## config.mk

```make
export PLATFORM = sky130hd
export DESIGN_NAME = reg_file_scoreboard
export DESIGN_NICKNAME = d
export VERILOG_FILES = /design/src/rtl/reg_file_scoreboard.sv
export SDC_FILE = /design/constraint.sdc
export NUM_CORES = 2
export LEC_CHECK = 0
export ABC_AREA = 1
export CELL_PAD_IN_SITES_DETAIL_PLACEMENT = 1
export CELL_PAD_IN_SITES_GLOBAL_PLACEMENT = 2
export CORE_ASPECT_RATIO = 0.6
export CORE_MARGIN = 2
export CORE_UTILIZATION = 42
export DETAILED_ROUTE_END_ITERATION = 8
export PLACE_DENSITY_LB_ADDON = 0.1
export SETUP_SLACK_MARGIN = 0.1
export SLEW_MARGIN = 20
export SYNTH_ARGS = -nofsm -noshare
export SYNTH_HDL_FRONTEND = slang
export SYNTH_SLANG_ARGS = --single-unit
```

## constraint.sdc

```tcl
create_clock -name clk -period 11.4 [get_ports clk]
set_input_delay 2.28 -clock clk [delete_from_list [all_inputs] [get_ports clk]]
set_output_delay 2.28 -clock clk [all_outputs]
set_load 0.01 [all_outputs]
```

## src/rtl/reg_file_scoreboard.sv

```systemverilog
// 32x32 MIPS general-purpose register file with a write-back scoreboard.
// Tracks destinations of issued-but-not-yet-written-back instructions and
// flags read-after-write and write-after-write hazards to decode. A
// write-back arriving in the same cycle is forwarded to the read ports and
// resolves any hazard it covers.
module reg_file_scoreboard #(
    parameter int DATA_W = 32,
    parameter int NREG   = 32
) (
    input  logic              clk,
    input  logic              rst,
    input  logic [4:0]        Read_Register1,
    input  logic [4:0]        Read_Register2,
    output logic [DATA_W-1:0] Read_Data1,
    output logic [DATA_W-1:0] Read_Data2,
    output logic              Read_Busy1,
    output logic              Read_Busy2,
    input  logic              Issue_Valid,
    input  logic [4:0]        Issue_Register,
    output logic              Stall,
    input  logic              RegWrite,
    input  logic [4:0]        Write_Register,
    input  logic [DATA_W-1:0] Write_Data,
    output logic [5:0]        Busy_Count
);

    logic [DATA_W-1:0] regs_q [NREG];
    logic [NREG-1:0]   busy_q;
    logic [NREG-1:0]   busy_d;
    logic [5:0]        busy_count_q;
    logic [5:0]        busy_count_d;

    logic wb_hit1, wb_hit2, wb_hit_dest;
    logic dest_busy;
    logic issue_accept;
    logic wb_en;

    // A write-back to r0 is architecturally a no-op.
    assign wb_en = RegWrite && (Write_Register != 5'd0);

    // Same-cycle write-back matches against each looked-up register.
    assign wb_hit1     = RegWrite && (Write_Register == Read_Register1);
    assign wb_hit2     = RegWrite && (Write_Register == Read_Register2);
    assign wb_hit_dest = RegWrite && (Write_Register == Issue_Register);

    // Read ports: r0 is hard-wired to zero, otherwise forward write-back data.
    always_comb begin
        // NOTE: every output of a combinational block gets a default first so no latch is inferred.
        Read_Data1 = '0;
        Read_Data2 = '0;
        if (Read_Register1 != 5'd0) begin
            Read_Data1 = wb_hit1 ? Write_Data : regs_q[Read_Register1];
        end
        if (Read_Register2 != 5'd0) begin
            Read_Data2 = wb_hit2 ? Write_Data : regs_q[Read_Register2];
        end
    end

    // busy_q[0] is never set, so r0 can never report a hazard.
    assign Read_Busy1   = busy_q[Read_Register1] && !wb_hit1;
    assign Read_Busy2   = busy_q[Read_Register2] && !wb_hit2;
    assign dest_busy    = busy_q[Issue_Register] && !wb_hit_dest;
    assign Stall        = Issue_Valid && (Read_Busy1 || Read_Busy2 || dest_busy);
    assign issue_accept = Issue_Valid && !Stall;

    // Next busy vector: write-back clears first, an accepted issue then sets,
    // so an issue and write-back to the same register leave it busy.
    always_comb begin
        busy_d = busy_q;
        if (wb_en) begin
            busy_d[Write_Register] = 1'b0;
        end
        if (issue_accept && (Issue_Register != 5'd0)) begin
            busy_d[Issue_Register] = 1'b1;
        end
        busy_d[0] = 1'b0;
    end

    // Population count of the next busy vector, registered as Busy_Count.
    always_comb begin
        busy_count_d = '0;
        for (int i = 0; i < NREG; i++) begin
            busy_count_d = busy_count_d + 6'(busy_d[i]);
        end
    end

    // Scoreboard state and busy count; reset discards any same-cycle issue or write-back.
    always_ff @(posedge clk) begin
        // NOTE: sequential state is updated with non-blocking assignments only, so every reader sees pre-edge values.
        if (rst) begin
            busy_q       <= '0;
            busy_count_q <= '0;
        end else begin
            busy_q       <= busy_d;
            busy_count_q <= busy_count_d;
        end
    end

    // Register array write port; the whole array clears on reset.
    always_ff @(posedge clk) begin
        // NOTE: the array is reset because every register must read zero after reset; this keeps it in flops rather than RAM.
        if (rst) begin
            for (int i = 0; i < NREG; i++) begin
                regs_q[i] <= '0;
            end
        end else if (wb_en) begin
            regs_q[Write_Register] <= Write_Data;
        end
    end

    assign Busy_Count = busy_count_q;

endmodule

```

# Word level (Yosys, flattened, before mapping)
# Memory sizes are Yosys's and may differ from the RTL's.
# Index checks and enable logic that the tools add are counted.
dict set report word_totals {
  ff_bits 38
  mem_bits_rw 1024
  in_bits 56
  output_inout_bits 73
  word_cells 93
  mem_count 1
}
# name words word_bits rd rd_ports_with_merged_regs wr line_no
set mem_list {}
lappend mem_list {regs_q 32 32 2 0 32 27} ;# logic [DATA_W-1:0] regs_q [NREG];
dict set report op_classes {
  add_sub_neg 30
  order_cmp 6
  eq_ne 3
  muxes 24
  n_bitwise 3
  n_reduce_logical 23
}
# cell n
set ops {}
lappend ops {{$mux W32} 7}
lappend ops {{$add A6 B1 Y6} 25}
lappend ops {{$and A32 B32 Y32} 1}
lappend ops {{$not A32 Y32} 1}
lappend ops {{$or A32 B32 Y32} 1}
lappend ops {{$reduce_or A32 Y1} 1}
lappend ops {{$lt A5 B6 Y1 const B} 4}
lappend ops {{$reduce_bool A5 Y1} 4}
lappend ops {{$bmux W1 S5} 3}
lappend ops {{$eq A5 B5 Y1} 3}
lappend ops {{$logic_and A1 B1 Y1} 12}
lappend ops {{$mux W1} 11}
lappend ops {{$demux W1 S5} 2}
lappend ops {{$ge A5 B1 Y1 const B} 2}
lappend ops {{$add A5 B1 Y6} 1}
lappend ops {{$add A4 B1 Y5} 1}
lappend ops {{$mux W5} 1}
lappend ops {{$add A3 B1 Y4} 1}
lappend ops {{$logic_not A1 Y1} 4}
lappend ops {{$add A2 B1 Y3} 1}
lappend ops {{$add A1 B1 Y2} 1}
lappend ops {{$logic_or A1 B1 Y1} 2}

# Longest topological paths before layout
dict set report logic_depth {
  ltp_word 41
  ltp_mapped 34
  ltp_nobuf 32
}

# Worst setup path after synthesis
# No wires, ideal clock.
dict set report synth_path {
  kind {input-to-reg}
  startpoint {in Read_Register1[0]}
  endpoint {reg busy_count_q[4] (netlist: Busy_Count[4])}
  setup_time_ps 70
  arrival_time_ps 8066
  required_ps 11330
  slack_ps 3264
  stages 27
  n_path_buf 3
  cell_sequence {buf_6 inv_4 buf_4 o22ai_1 nor2_1 nand3_2 nand3_2 inv_2 nor2_8 buf_6 nand3_2 and2_1 fa_1 inv_1 fa_1 inv_1 fa_1 inv_1 fa_1 fa_1 fa_1 fa_1 fa_1 a21oi_1 o21ba_2 o21ai_0 a21oi_1}
}
dict set report synth_via {
  elab_chain_cells 41
  word_cells_on_any_way 43
  classes_between {add/sub (30); eq/ne (1); mux (3); reduce/logical (9)}
}
# item line_no
set synth_rtl {}
lappend synth_rtl {{start: declaration} 12} ;# input logic [4:0] Read_Register1,
lappend synth_rtl {{parallel branches: the longest is 3 deep, another holds $bmux W1 S5} --}
lappend synth_rtl {{$logic_and A1 B1 Y1 (*)} 60} ;# assign Read_Busy1 = busy_q[Read_Register1] && !wb_hit1;
lappend synth_rtl {{named net Read_Busy1} 16} ;# output logic Read_Busy1,
lappend synth_rtl {{$logic_or A1 B1 Y1 (*) (2 in a row)} 63} ;# assign Stall = Issue_Valid && (Read_Busy1 || Read_Busy2 || dest_busy);
lappend synth_rtl {{$logic_and A1 B1 Y1 (*)} 63}
lappend synth_rtl {{$logic_not A1 Y1 (*)} 64} ;# assign issue_accept = Issue_Valid && !Stall;
lappend synth_rtl {{$logic_and A1 B1 Y1 (*)} 64}
lappend synth_rtl {{$logic_and A1 B1 Y1 (*)} 73} ;# if (issue_accept && (Issue_Register != 5'd0)) begin
lappend synth_rtl {{$mux W32 (*)} 73}
lappend synth_rtl {{$add A1 B1 Y2} 83} ;# busy_count_d = busy_count_d + 6'(busy_d[i]);
lappend synth_rtl {{$add A2 B1 Y3} 83}
lappend synth_rtl {{$add A3 B1 Y4} 83}
lappend synth_rtl {{$add A4 B1 Y5} 83}
lappend synth_rtl {{$add A5 B1 Y6} 83}
lappend synth_rtl {{$add A6 B1 Y6 (24 in a row)} 83}
lappend synth_rtl {{$add A6 B1 Y6 (*)} 83}
lappend synth_rtl {{end signal: assignment} 95} ;# busy_count_q <= busy_count_d;
lappend synth_rtl {{end: declaration} 30} ;# logic [5:0] busy_count_q;
# Mark *: on every way through the listed nets, which the timed path passes. The select of a mux whose other input is x is not followed.
# A chain may end at the register's enable or synchronous reset.

# Final worst setup path
dict set report layout_path {
  startpoint {in Issue_Register[0]}
  endpoint {reg busy_count_q[4] (netlist: Busy_Count[4])}
}
dict set report layout_via {
  elab_chain_cells 40
  word_cells_on_any_way 49
  classes_between {add/sub (30); order compare (2); eq/ne (1); mux (5); bitwise (1); reduce/logical (10)}
}
# item line_no
set layout_rtl {}
lappend layout_rtl {{start: declaration} 19} ;# input logic [4:0] Issue_Register,
lappend layout_rtl {{parallel branches: the longest is 9 deep, another holds $lt A5 B6 Y1} --}
lappend layout_rtl {{$mux W32 (*)} 73}
lappend layout_rtl {{$add A1 B1 Y2} 83}
lappend layout_rtl {{$add A2 B1 Y3} 83}
lappend layout_rtl {{$add A3 B1 Y4} 83}
lappend layout_rtl {{$add A4 B1 Y5} 83}
lappend layout_rtl {{$add A5 B1 Y6} 83}
lappend layout_rtl {{$add A6 B1 Y6 (24 in a row)} 83}
lappend layout_rtl {{$add A6 B1 Y6 (*)} 83}
# Mark *: on every way between the ends. The select of a mux whose other input is x is not followed.

==> load_flow_metrics.sql <==
INSERT INTO impl_metrics (metric_group, metric, value, unit) VALUES
('status', 'outcome', 'complete, no violations', ''),
('floorplanning', 'io_pins', '129', ''),
('clocking', 'cts-root-buf', 'clkbuf_16', ''),
('floorplanning', 'dieArea', '0.1416', 'sq mm'),
('clocking', 'cts_hold_buf', '0', ''),
('finish', 'fin_nets', '6641', ''),
('sta', 'fmax', '0.1049', 'GHz'),
('synthesis', 'ys_seq_area_share', '54.11', '%'),
('routing', 'drt_first_iter_violations', '9707', ''),
('global_routing', 'remaining_overflow_grt', '0', ''),
('floorplanning', 'floorplan.die.width', '484.5', 'um'),
('global_routing', 'use_met3', '13.17', '%'),
('finish', 'most_common_library_cell_in_the_layout_ignoring_fill_and_taps', 'nor2_1', ''),
('global_routing', 'groute.layer.met2.usage', '57.79', '%'),
('sta', 'setup_tns', '0', 'ns'),
('finish', 'syn2layout_area_growth', '9.880', '%'),
('routing', 'drc', '0', ''),
('worst_setup_path', 'cpMostUsedCell', 'fa_1', ''),
('pwr', 'total_power', '9.929', 'mW'),
('sta', 'post_route_minimum_period', '9.537', 'ns'),
('synthesis', 'postSynthCellCount', '6786', ''),
('sta', 'count_of_final_max_slew_check_failures', '0', ''),
('sta', 'worst-slew-pin-transition', '1.198', 'ns'),
('clocking', 'clk_path_buf_depth', '3', ''),
('global_routing', 'met1_routing_resource_usage_after_global_routing', '61.60', '%'),
('worst_setup_path', 'cp_max_fo', '31', ''),
('worst_setup_path', 'critical_path_buf_inv_count', '5', ''),
('floorplanning', 'overall_die_height', '292.3', 'um'),
('clocking', 'h_tree_levels', '3', ''),
('synthesis', 'synth.yosys.warnings', '0', ''),
('flow_run', 'drv.max_cap_violation_count', '0', ''),
('worst_setup_path', 'worstSetupStartpointType', 'primary input', ''),
('global_routing', 'first_global_vias', '53970', ''),
('sta', 'hold_viol', '0', ''),
('routing', 'vias', '56910', ''),
('global_routing', 'antenna_violations_before_repair', '14', ''),
('place', 'place.gp.congestion', '1.010', ''),
('worst_setup_path', 'end_kind', 'register', ''),
('clocking', 'tritoncts_clock_tree', 'done', ''),
('synthesis', 'post_synth_instance_area', '0.05819', 'sq mm'),
('pwr', 'p_per_area', '155.3', 'mW/mm^2'),
('finish', 'finish.instance_area', '0.06394', 'sq mm'),
('routing', 'drt-pass1-iter-count', '6', ''),
('worst_setup_path', 'criticalPathCategory', 'primary input to register', ''),
('clocking', 'post_cts_resized', '0', ''),
('synthesis', 'post_synth.cell_area_avg', '8.575', 'sq um'),
('clocking', 'cts.clk_slew.worst_paths', '0.07', 'ns'),
('worst_setup_path', 'crit_required', '12.08', 'ns'),
('routing', 'viasPerCell', '6.720', ''),
('place', 'io_buffer_count', '128', ''),
('finish', 'mostFrequentLayoutCells', 'nor2_1, edfxtp_1, o21ai_0, nand2_1, a21oi_1', ''),
('worst_setup_path', 'cp_data_arrival_time', '10.21', 'ns'),
('routing', 'detail_route.wl_per_cell', '36.09', 'um'),
('clocking', 'clkSinkCount', '1061', ''),
('pwr', 'power.leakage', '23.56', 'nW'),
('sta', 'rsz_0062_raised_after_global_routing', 'no', ''),
('clocking', 'cts-buffers-inserted', '111', ''),
('sta', 'maxSlewHeadroom', '20.11', '%'),
('worst_setup_path', 'cp_top_family', 'adder cells', ''),
('synthesis', 'ys_ff_latch', '1061', ''),
('pwr', 'irDropWorstVdd', '0.0001278', 'V'),
('worst_hold_path', 'hold_path_class', 'register to register', ''),
('sta', 'report.final.setup_viol', '0', ''),
('worst_setup_path', 'crit_path_top_delay_cell', 'clkdlybuf4s50_1', ''),
('place', 'detailedPlacementHpwl', '172100', 'um'),
('synthesis', 'synth_cell_types', '42', ''),
('routing', 'post_detailed_route_count_of_antenna_violating_nets', '0', ''),
('global_routing', 'grt_first_pass_wirelength', '424700', 'um'),
('clocking', 'post_cts.repair.setup_buffers', '0', ''),
('worst_setup_path', 'crit_path_max_incr_delay', '0.90', 'ns'),
('global_routing', 'gr-usage-all-layers', '42.04', '%'),
('floorplanning', 'initial_core_util', '42.43', '%'),
('floorplanning', 'floorplan.rows', '105', ''),
('clocking', 'clock_latency', '0.75', 'ns'),
('floorplanning', 'core-area', '0.1372', 'sq mm'),
('routing', 'drt_wl_total', '305600', 'um'),
('sta', 'final.period_utilization', '83.66', '%'),
('place', 'placedInstanceArea', '0.06054', 'sq mm'),
('global_routing', 'busiest_layer', 'met1', ''),
('sta', 'worst_clock_skew', '0.01051', 'ns'),
('global_routing', 'grt_start_max_net_pins', '203', ''),
('finish', 'layout-drive-gt1-share', '6.125', '%');
-- layer usage --
layer / vias to the layer above / share of wire (%)
met3: 701 / 15
li1: 23040 / -
met5: - / 0.035
met2: 4279 / 40
met4: 4 / 4.1
met1: 28890 / 42
-- final cells by class --
class                           instances  area [sq um]
Antenna cell                            4         10.01
Clock buffer                          130          2870
Clock inverter                         73         518.0
Fill cell                           15870         73220
Inverter                              407          1565
Multi-Input combinational cell       4711         22840
Sequential cell                      1061         31490
Tap cell                             1819          2276
Timing Repair Buffer                  263          2375
-- where the power goes --
group / switching [mW] / internal [mW]
Clock: 1.72 / 1.91
Sequential: 0.125 / 4.49
Combinational: 1.24 / 0.442
Total: 3.09 / 6.84
-- kinds of logic (layout without fill, tap and decap cells) --
| kind of cell | count (synthesis) | after routing | share of synthesized area, % |
|---|---|---|---|
| other | 1 | 36 | 0.006444 |
| AOI/OAI and AO/OA | 2059 | 2059 | 19.90 |
| and+or+nand+nor | 2588 | 2588 | 17.57 |
| buffers and inverters | 1045 | 873 | 7.442 |
| adders and majority gates | 30 | 30 | 0.9417 |
| DFF | 1061 | 1061 | 54.11 |
| xor gates and xnor gates | 2 | 2 | 0.03011 |
-- worst register-to-register path, stage by stage, from the launching register on --
cell and delay, ns:
dfxtp_1 0.44, inv_1 0.26, nand2_1 0.10, nand3_1 0.12, nand3_1 0.09, nand3_1 0.10, nand3_1 0.14, nand3_2 0.20
inv_2 0.10, nor2_8 0.45, nand3_2 0.13, and2_1 0.23, fa_1 0.62, inv_1 0.08, fa_1 0.49, inv_1 0.06
fa_1 0.51, inv_1 0.06, fa_1 0.55, fa_1 0.46, fa_1 0.51, fa_1 0.48, fa_1 0.49, a21oi_1 0.19
o21ba_2 0.16, o21ai_0 0.09, a21oi_1 0.17
-- cell usage after synthesis, drive strengths merged --
cell	n	share of area, %
o31ai	8	0.10
o22ai	112	1.2
and3	1	0.011
clkbuf	379	2.4
a211oi	1	0.021
o2111ai	17	0.26
buf	259	2.4
a31oi	21	0.23
edfxtp	1024	53
inv	407	2.6
conb	1	0.0064
xnor2	1	0.015
o221ai	81	1.2
and2	7	0.075
nand4	20	0.23
ha	7	0.15
nand3	240	2.2
nor3	17	0.15
nor4	2	0.032
o21ba	1	0.017
a21oi	518	4.5
o211ai	154	2.0
dfxtp	37	1.3
xor2	1	0.015
fa	23	0.79
nor2	1631	11
o21ai	1018	8.8
a22oi	128	1.7
nand2	670	4.3
-- state kept, by name, indices dropped and copies added (netlist names) --
name,flops
regs_q,1024
busy_q,31
Busy_Count,6
-- metrics by stage --
| step | utilization (%) | instances | hold slack [ns] | worst slack, ns |
|---|---|---|---|---|
| detailed placement | 44.14 | 8261 | 0.5389 | 1.186 |
| floorplan | - | 6817 | 0.4576 | 3.264 |
| global route | 46.62 | 8466 | 0.5720 | 1.443 |
| finish | 46.62 | 8468 | 0.5526 | 1.863 |
| global placement | 44.14 | 8261 | 0.5467 | 1.316 |
| CTS | 46.61 | 8464 | 0.5492 | 1.937 |
-- path summary, 6_finish.rpt --
kind         slack [ns]         startpoint  cells past startpoint       endpoint
min                0.55         busy_q[20]                      2     busy_q[20]
min reg2reg        0.55         busy_q[20]                      2     busy_q[20]
max reg2reg        4.08          busy_q[7]                     26  Busy_Count[4]
max                1.86  Issue_Register[0]                     29  Busy_Count[4]
Power figures use the tool's default switching activity.
